**config.mk**
```make
export PLATFORM = sky130hd
export DESIGN_NAME = hyper_burst_lb
export DESIGN_NICKNAME = d
export VERILOG_FILES = /design/src/rtl/hyper_burst_lb_pkg.sv /design/src/rtl/hyper_lb_fifo.sv /design/src/rtl/hyper_burst_lb.sv
export SDC_FILE = /design/constraint.sdc
export NUM_CORES = 1
export LEC_CHECK = 0
export ABC_AREA = 1
export CAP_MARGIN = 25
export CORE_ASPECT_RATIO = 1.75
export CORE_MARGIN = 2
export CORE_UTILIZATION = 45
export CTS_BUF_LIST = sky130_fd_sc_hd__clkbuf_8
export DETAILED_ROUTE_END_ITERATION = 8
export PLACE_DENSITY = 0.69
export SKIP_LAST_GASP = 1
export SLEW_MARGIN = 10
export SYNTH_ARGS = -nofsm -noshare
export SYNTH_HDL_FRONTEND = slang
export SYNTH_HIERARCHICAL = 1
export SYNTH_SLANG_ARGS = --single-unit
```
**constraint.sdc**
```tcl
create_clock -name clk_lb -period 9.3 [get_ports clk_lb]
set_input_delay 0.93 -clock clk_lb [delete_from_list [all_inputs] [get_ports clk_lb]]
set_output_delay 0.93 -clock clk_lb [all_outputs]
set_load 0.005 [all_outputs]
```
**src/rtl/hyper_burst_lb_pkg.sv**
```systemverilog
// Shared definitions for the LocalBus-to-HyperRAM burst bridge: FSM encoding,
// register bit positions and reset defaults.
package hyper_burst_lb_pkg;

  typedef enum logic [2:0] {
    S_IDLE, S_WR_REQ, S_WR_GUARD, S_WR_WAIT,
    S_RD_REQ, S_RD_GUARD, S_RD_COLLECT, S_DONE
  } state_t;

  localparam int CTRL_RD    = 0;
  localparam int CTRL_MOR   = 1;
  localparam int CTRL_BE_LO = 4;
  localparam int CTRL_FLUSH = 8;

  localparam int ST_BUSY = 0;
  localparam int ST_DONE = 1;
  localparam int ST_OVF  = 28;
  localparam int ST_UNF  = 29;
  localparam int ST_CERR = 30;

  localparam logic [7:0] LAT1X_RST  = 8'h12;
  localparam logic [7:0] LAT2X_RST  = 8'h16;
  localparam logic [5:0] RD_NUM_RST = 6'd1;

  // Zero means a single dword; anything longer than the FIFO is cut to fit.
  function automatic logic [5:0] clamp_len(input logic [5:0] n, input int depth);
    if (n == 6'd0) return 6'd1;
    if (int'(n) > depth) return 6'(depth);
    return n;
  endfunction

endpackage

```
**src/rtl/hyper_lb_fifo.sv**
```systemverilog
// Synchronous show-ahead FIFO; dout is the head entry whenever not empty.
// Pushes while full and pops while empty are ignored; flush wins over both.
module hyper_lb_fifo #(
  parameter int W     = 32,
  parameter int DEPTH = 16,
  parameter int AW    = 4
) (
  input  logic          clk,
  input  logic          rst,
  input  logic          flush,
  input  logic          push,
  input  logic          pop,
  input  logic [W-1:0]  din,
  output logic [W-1:0]  dout,
  output logic [AW:0]   count,
  output logic          full,
  output logic          empty
);
  localparam logic [AW:0] FULL_CNT = (AW+1)'(DEPTH);

  logic [W-1:0]  mem_q [DEPTH];
  logic [AW-1:0] wp_q, wp_d, rp_q, rp_d;
  logic [AW:0]   cnt_q, cnt_d;
  logic          push_ok, pop_ok;

  assign full    = (cnt_q == FULL_CNT);
  assign empty   = (cnt_q == '0);
  assign count   = cnt_q;
  assign dout    = mem_q[rp_q];
  assign push_ok = push & ~full & ~flush;
  assign pop_ok  = pop & ~empty & ~flush;

  always_comb begin
    wp_d  = wp_q;
    rp_d  = rp_q;
    cnt_d = cnt_q;
    if (flush) begin
      wp_d  = '0;
      rp_d  = '0;
      cnt_d = '0;
    end else begin
      if (push_ok) wp_d = wp_q + 1'b1;
      if (pop_ok)  rp_d = rp_q + 1'b1;
      if (push_ok && !pop_ok) cnt_d = cnt_q + 1'b1;
      if (pop_ok && !push_ok) cnt_d = cnt_q - 1'b1;
    end
  end

  always_ff @(posedge clk or posedge rst) begin
    if (rst) begin
      wp_q  <= '0;
      rp_q  <= '0;
      cnt_q <= '0;
    end else begin
      wp_q  <= wp_d;
      rp_q  <= rp_d;
      cnt_q <= cnt_d;
    end
  end

  always_ff @(posedge clk) begin
    if (push_ok) mem_q[wp_q] <= din;
  end

endmodule

```
**src/rtl/hyper_burst_lb.sv**
```systemverilog
// LocalBus register front end plus burst sequencer driving the hyper_xface
// request port; write data comes from one FIFO, read bursts land in another.
module hyper_burst_lb #(
  parameter int          FIFO_DEPTH = 16,
  parameter int          FIFO_AW    = 4,
  parameter logic [31:0] ADDR_INC   = 32'd2
) (
  input  logic        clk_lb,
  input  logic        reset,
  input  logic        lb_cs_reg0,
  input  logic        lb_cs_reg1,
  input  logic        lb_cs_reg2,
  input  logic        lb_cs_reg3,
  input  logic        lb_cs_reg4,
  input  logic        lb_wr,
  input  logic        lb_rd,
  input  logic [31:0] lb_wr_d,
  output logic [31:0] lb_rd_d,
  output logic        lb_rd_rdy,
  output logic        hx_rd_req,
  output logic        hx_wr_req,
  output logic        hx_mem_or_reg,
  output logic [3:0]  hx_wr_byte_en,
  output logic [31:0] hx_addr,
  output logic [5:0]  hx_rd_num_dwords,
  output logic [31:0] hx_wr_d,
  output logic [7:0]  hx_latency_1x,
  output logic [7:0]  hx_latency_2x,
  input  logic [31:0] hx_rd_d,
  input  logic        hx_rd_rdy,
  input  logic        hx_busy,
  output logic        irq_done,
  output logic [7:0]  sump_dbg
);
  import hyper_burst_lb_pkg::*;

  state_t      state_q, state_d;
  logic [31:0] ptr_q, ptr_d, rdata_q, rdata_d, status_w;
  logic [5:0]  rd_num_q, rd_num_d, rd_n_q, rd_n_d, rcv_q, rcv_d;
  logic [7:0]  lat1_q, lat1_d, lat2_q, lat2_d;
  logic [3:0]  be_q, be_d;
  logic        mor_q, mor_d, done_q, done_d, ovf_q, ovf_d, unf_q, unf_d;
  logic        cerr_q, cerr_d, rrdy_q, rrdy_d;

  logic [FIFO_AW:0] wr_cnt, rd_cnt;
  logic [31:0]      wr_dout, rd_dout;
  logic wr_full, wr_empty, wr_pop, wr_flush, rd_full, rd_empty, rd_push, rd_pop, rd_flush;
  logic cs_any, cfg_wr, data_wr, addr_wr, ctrl_wr, stat_wr, data_rd;

  assign cs_any  = lb_cs_reg0 | lb_cs_reg1 | lb_cs_reg2 | lb_cs_reg3 | lb_cs_reg4;
  assign cfg_wr  = lb_cs_reg0 & lb_wr;
  assign data_wr = lb_cs_reg1 & lb_wr;
  assign addr_wr = lb_cs_reg2 & lb_wr;
  assign ctrl_wr = lb_cs_reg3 & lb_wr;
  assign stat_wr = lb_cs_reg4 & lb_wr;
  assign data_rd = lb_cs_reg1 & lb_rd;

  hyper_lb_fifo #(.W(32), .DEPTH(FIFO_DEPTH), .AW(FIFO_AW)) u_wr_fifo (
    .clk(clk_lb), .rst(reset), .flush(wr_flush), .push(data_wr), .pop(wr_pop),
    .din(lb_wr_d), .dout(wr_dout), .count(wr_cnt), .full(wr_full), .empty(wr_empty)
  );

  hyper_lb_fifo #(.W(32), .DEPTH(FIFO_DEPTH), .AW(FIFO_AW)) u_rd_fifo (
    .clk(clk_lb), .rst(reset), .flush(rd_flush), .push(rd_push), .pop(rd_pop),
    .din(hx_rd_d), .dout(rd_dout), .count(rd_cnt), .full(rd_full), .empty(rd_empty)
  );

  assign lb_rd_d          = rdata_q;
  assign lb_rd_rdy        = rrdy_q;
  assign hx_addr          = ptr_q;
  assign hx_wr_d          = wr_dout;
  assign hx_mem_or_reg    = mor_q;
  assign hx_wr_byte_en    = be_q;
  assign hx_rd_num_dwords = rd_n_q;
  assign hx_latency_1x    = lat1_q;
  assign hx_latency_2x    = lat2_q;
  assign irq_done         = done_q;
  assign sump_dbg         = {state_q, wr_empty, rd_empty, ovf_q, unf_q, state_q != S_IDLE};

  always_comb begin
    status_w           = '0;
    status_w[ST_BUSY]  = (state_q != S_IDLE);
    status_w[ST_DONE]  = done_q;
    status_w[12:8]     = 5'(wr_cnt);
    status_w[20:16]    = 5'(rd_cnt);
    status_w[ST_OVF]   = ovf_q;
    status_w[ST_UNF]   = unf_q;
    status_w[ST_CERR]  = cerr_q;
  end

  always_comb begin
    state_d = state_q;  ptr_d = ptr_q;    rd_num_d = rd_num_q;
    lat1_d = lat1_q;    lat2_d = lat2_q;  be_d = be_q;  mor_d = mor_q;
    rd_n_d = rd_n_q;    rcv_d = rcv_q;    done_d = done_q;
    ovf_d = ovf_q;      unf_d = unf_q;    cerr_d = cerr_q;
    rdata_d = '0;       rrdy_d = lb_rd & cs_any;
    wr_pop = 1'b0;  wr_flush = 1'b0;  rd_push = 1'b0;  rd_pop = 1'b0;  rd_flush = 1'b0;
    hx_wr_req = 1'b0;  hx_rd_req = 1'b0;

    // Clears come first so a same-cycle set event is never lost.
    if (stat_wr) begin
      if (lb_wr_d[ST_DONE]) done_d = 1'b0;
      if (lb_wr_d[ST_OVF])  ovf_d  = 1'b0;
      if (lb_wr_d[ST_UNF])  unf_d  = 1'b0;
      if (lb_wr_d[ST_CERR]) cerr_d = 1'b0;
    end
    if (cfg_wr) begin
      rd_num_d = lb_wr_d[5:0];
      lat1_d   = lb_wr_d[23:16];
      lat2_d   = lb_wr_d[31:24];
    end
    if (addr_wr) ptr_d = lb_wr_d;
    if (data_wr && wr_full) ovf_d = 1'b1;
    if (data_rd) begin
      rd_pop = 1'b1;
      if (rd_empty) unf_d = 1'b1;
    end

    if (hx_rd_rdy && (state_q == S_RD_GUARD || state_q == S_RD_COLLECT)) begin
      if (rcv_q != rd_n_q && !rd_full) begin
        rd_push = 1'b1;
        rcv_d   = rcv_q + 6'd1;
      end else begin
        ovf_d = 1'b1;
      end
    end

    if (ctrl_wr) begin
      if (state_q != S_IDLE) begin
        cerr_d = 1'b1;
      end else if (lb_wr_d[CTRL_FLUSH]) begin
        wr_flush = 1'b1;
        rd_flush = 1'b1;
      end else begin
        mor_d = lb_wr_d[CTRL_MOR];
        be_d  = lb_wr_d[CTRL_BE_LO +: 4];
        if (lb_wr_d[CTRL_RD]) begin
          rd_flush = 1'b1;
          rd_n_d   = clamp_len(rd_num_q, FIFO_DEPTH);
          rcv_d    = '0;
          state_d  = S_RD_REQ;
        end else begin
          state_d  = wr_empty ? S_DONE : S_WR_REQ;
        end
      end
    end

    case (state_q)
      S_WR_REQ:   begin hx_wr_req = 1'b1; state_d = S_WR_GUARD; end
      S_WR_GUARD: state_d = S_WR_WAIT;
      S_WR_WAIT: begin
        if (!hx_busy) begin
          wr_pop  = 1'b1;
          ptr_d   = ptr_q + ADDR_INC;
          // A same-cycle LB push keeps the burst going.
          state_d = (wr_cnt == {{FIFO_AW{1'b0}}, 1'b1} && !data_wr) ? S_DONE : S_WR_REQ;
        end
      end
      S_RD_REQ:   begin hx_rd_req = 1'b1; state_d = S_RD_GUARD; end
      S_RD_GUARD: state_d = S_RD_COLLECT;
      S_RD_COLLECT: begin
        if (rcv_q == rd_n_q && !hx_busy) begin
          ptr_d   = ptr_q + 32'(rd_n_q) * ADDR_INC;
          state_d = S_DONE;
        end
      end
      S_DONE:     begin done_d = 1'b1; state_d = S_IDLE; end
      default:    ;
    endcase

    if (lb_rd) begin
      if (lb_cs_reg0)      rdata_d = {lat2_q, lat1_q, 10'b0, rd_num_q};
      else if (lb_cs_reg1) rdata_d = rd_empty ? 32'h0 : rd_dout;
      else if (lb_cs_reg2) rdata_d = ptr_q;
      else if (lb_cs_reg4) rdata_d = status_w;
    end
  end

  always_ff @(posedge clk_lb or posedge reset) begin
    if (reset) begin
      state_q <= S_IDLE;  ptr_q <= '0;  rd_num_q <= RD_NUM_RST;
      lat1_q <= LAT1X_RST;  lat2_q <= LAT2X_RST;  be_q <= '0;  mor_q <= 1'b0;
      rd_n_q <= RD_NUM_RST;  rcv_q <= '0;  done_q <= 1'b0;
      ovf_q <= 1'b0;  unf_q <= 1'b0;  cerr_q <= 1'b0;
      rdata_q <= '0;  rrdy_q <= 1'b0;
    end else begin
      state_q <= state_d;  ptr_q <= ptr_d;  rd_num_q <= rd_num_d;
      lat1_q <= lat1_d;  lat2_q <= lat2_d;  be_q <= be_d;  mor_q <= mor_d;
      rd_n_q <= rd_n_d;  rcv_q <= rcv_d;  done_q <= done_d;
      ovf_q <= ovf_d;  unf_q <= unf_d;  cerr_q <= cerr_d;
      rdata_q <= rdata_d;  rrdy_q <= rrdy_d;
    end
  end

endmodule

```
==> impl_metrics.csv <==
group,metric,value,unit
status,run_status,"completed",
sta,setup_tns,0,ns
power_and_ir_drop,power.static_leakage,21.8,nW
floorplan,chipWidth,258,microns
sta,tightestPinTransition,1.10,ns
critical_path,criticalPathCategory,"reg -> out",
synth,synth_async_sr_flop_share,0.118,
sta,timing.clock.skew,0.0645,ns
global_routing,grt_use_total,0.247,
placement,dp_hpwl,88000,microns
route,final_antenna_net_count,0,
clock_tree,tritoncts,"built",
global_routing,grt_start_max_net_pins,245,
synth,syn_area,50800,sq um
sta,finalHoldWorstSlack,0.488,ns
floorplan,floorplan.io_pins,210,
sta,unrepaired_setup_endpoints_after_global_routing,"false",
worst_hold_path,hp_class,"reg -> reg",
route,route.vias.total,35386,
route,viasPerCell,5.52,
synth,combinational_family_with_the_most_area_after_synthesis,"simple AND/OR/NAND/NOR gates",
sta,slew_viol_final,0,
floorplan,initial_utilization,0.452,
route,drtPass1Iterations,6,
route,drt_wl_total,145000,microns
synth,cell_with_the_most_instances_after_synthesis,"sky130_fd_sc_hd__edfxtp_1",
synth,yosysSeqAreaShare,0.673,
floorplan,fp.dieArea,116000,sq um
synth,syn-instance-count,4591,
clock_tree,cts_hold_buffers,0,
critical_path,worstPathArrival,4.16,ns
synth,syn_area_per_cell,11.1,sq um
sta,slew-limit-headroom,0.269,
global_routing,first_global_vias,34011,
clock_tree,h-tree-depth,4,
placement,buffers_on_ports,209,
critical_path,crit_fanout,89,
critical_path,start_kind,"flop",
critical_path,worst-endpoint-required,8.37,ns
clock_tree,cts_buffers,165,
sta,achievable-frequency,196,MHz
synth,post_synth_main_area_contributors,"sky130_fd_sc_hd__edfxtp_1 (61%), sky130_fd_sc_hd__dfrtp_1 (6.4%), sky130_fd_sc_hd__nand2_1 (5.2%)",
clock_tree,clk_transition_reported_paths,0.06,ns
sta,timing_hold_violations_final,0,
clock_tree,clock_path_buffers,3,
floorplan,die_h,449,microns
synth,yosys.area.top_type_share,0.605,
synth,yosys_most_used_dff,"sky130_fd_sc_hd__edfxtp_1",
route,drt_iter0_markers,3785,
route,detail_routed_net_length_per_standard_cell,22.6,microns
synth,syn_nets,4693,
finish,final_core_util,0.512,
sta,setup-violations-final,0,
global_routing,grt_pass1_wl,212000,microns
floorplan,core_area,112000,sq um
power_and_ir_drop,power.density_cell_area,280,nW/um^2
clock_tree,cts.root.buffer_cell,"sky130_fd_sc_hd__clkbuf_8",
power_and_ir_drop,p_total,16.1,mW
finish,design.final.nets,4877,
synth,post_synth_and_or_nand_nor_area_fraction,0.128,
sta,period_minus_slack,5.09,ns
synth,post_synth_fa_ha_maj_area_fraction,0.00709,
clock_tree,clock-sinks,1161,
finish,registers_with_the_most_flip_flops,"u_rd_fifo/mem_q x512, u_wr_fifo/mem_q x512",
synth,synth_compound_area_frac,0.112,
route,post-route-drc-count,0,
job,max_cap_violations,0,
synth,synth_commonest_cells,"sky130_fd_sc_hd__edfxtp_1 (1024), sky130_fd_sc_hd__nand2_1 (708), sky130_fd_sc_hd__inv_1 (669)",
finish,final_layout_size_suffix_gt1_frac,0.0840,
synth,ys_warn_count,6,
power_and_ir_drop,power.ir.vdd_worst,0.000209,V
floorplan,rows,163,
finish,flow.area_growth_from_synthesis,13.2,%
clock_tree,cts_resized,0,
synth,synth_enable_flop_cells,1024,
clock_tree,clk_latency,0.92,ns
global_routing,antenna_found_initial,8,
placement,gp_congestion,0.954,
synth,synth_xor_xnor_area_share,0.00207,
clock_tree,cts_setup_buffers,0,
synth,ys_ff_latch,1161,
sta,timing.final.crit_share,0.547,
synth,synthDominantAreaCellType,"sky130_fd_sc_hd__edfxtp_1",
critical_path,endpoint_kind,"output port",
synth,synth.area.mux_share,0.000886,
synth,yosys.cell_types.count,46,
global_routing,grt_overflow,0,
[critical path, cell delays in order (launching register included)]
cell and delay, ns:
sky130_fd_sc_hd__dfrtp_4 1.08, sky130_fd_sc_hd__buf_4 0.86, sky130_fd_sc_hd__o211ai_1 0.25, sky130_fd_sc_hd__nand3_1 0.16
sky130_fd_sc_hd__nand3_1 0.11, sky130_fd_sc_hd__nand2_1 0.17, sky130_fd_sc_hd__clkdlybuf4s50_1 0.52
[per-layer routing]
metal / routed length (microns) / up-vias / GRT usage
li1: - / 16331 / -
met2: 71500 / 1567 / 0.418
met4: 7160 / 8 / 0.124
met5: 58 / - / 0
met1: 53300 / 17070 / 0.297
met3: 12500 / 410 / 0.0548
[layout make-up]
type | instances | area, sq um
multi-input cells | 2489 | 12900
fillers | 9720 | 54800
flip-flops and latches | 1161 | 34200
clock buffers | 175 | 2410
inverters | 686 | 2580
well taps | 1485 | 1860
repair buffers | 272 | 2640
clock inverters | 134 | 923
diodes | 4 | 10.0
[kinds of logic after synthesis]
| family | Yosys count |
|---|---|
| mux | 4 |
| fa+ha+maj | 27 |
| buf+inv | 941 |
| compound gates | 977 |
| xor+xnor | 12 |
| flops | 1161 |
| simple gates | 1469 |
[stage by stage]
step / setup slack [ns] / instances / area, sq um
5_1_grt: 4.04 / 6405 / 57500
3_5_place_dp: 4.80 / 6091 / 54200
3_3_place_gp: 4.85 / 6091 / 54200
4_1_cts: 4.22 / 6400 / 57500
6_report: 4.21 / 6406 / 57600
2_1_floorplan: 4.96 / 4591 / 50800
[layout by cell type, fill, tap and decap left out, types with 93 or more instances in the layout]
cell	netlist	final
sky130_fd_sc_hd__a21oi_1	286	286
sky130_fd_sc_hd__clkbuf_8	0	175
sky130_fd_sc_hd__clkdlybuf4s50_1	0	209
sky130_fd_sc_hd__dfrtp_1	130	122
sky130_fd_sc_hd__edfxtp_1	1024	1024
sky130_fd_sc_hd__inv_1	669	708
sky130_fd_sc_hd__nand2_1	708	707
sky130_fd_sc_hd__nand3_1	519	519
sky130_fd_sc_hd__nor2_1	145	115
sky130_fd_sc_hd__o211ai_1	284	284
sky130_fd_sc_hd__o21ai_0	287	287
sky130_fd_sc_hd__o21ai_1	93	93
[path summary, 6_finish.rpt]
| kind | start | slack, ns | to | cells after the start |
|---|---|---|---|---|
| worst max-delay path | u_wr_fifo/rp_q[1]$_DFFE_PP0P_ | 4.21 | hx_wr_d[19] | 6 |
| worst min-delay path | hx_wr_byte_en[3]$_DFFE_PP0P_ | 0.49 | hx_wr_byte_en[3]$_DFFE_PP0P_ | 1 |
| worst max register to register | u_rd_fifo/rp_q[1]$_DFFE_PP0P_ | 5.83 | lb_rd_d[18]$_DFF_PP0_ | 9 |
| worst min register to register | hx_wr_byte_en[3]$_DFFE_PP0P_ | 0.49 | hx_wr_byte_en[3]$_DFFE_PP0P_ | 1 |
| max in group asynchronous | reset | 7.39 | hx_addr[6]$_DFF_PP0_ | 3 |
| min in group asynchronous | reset | 0.52 | lb_rd_d[30]$_DFF_PP0_ | 2 |
[where the power goes]
part / switching, mW / leakage [nW] / internal [mW]
Combinational: 3.55 / 9.04 / 1.91
Clock: 2.00 / 1.84 / 2.03
Sequential: 0.597 / 10.9 / 6.04
Total: 6.15 / 21.8 / 9.97
No activity file was read; power rests on OpenSTA's default activity.
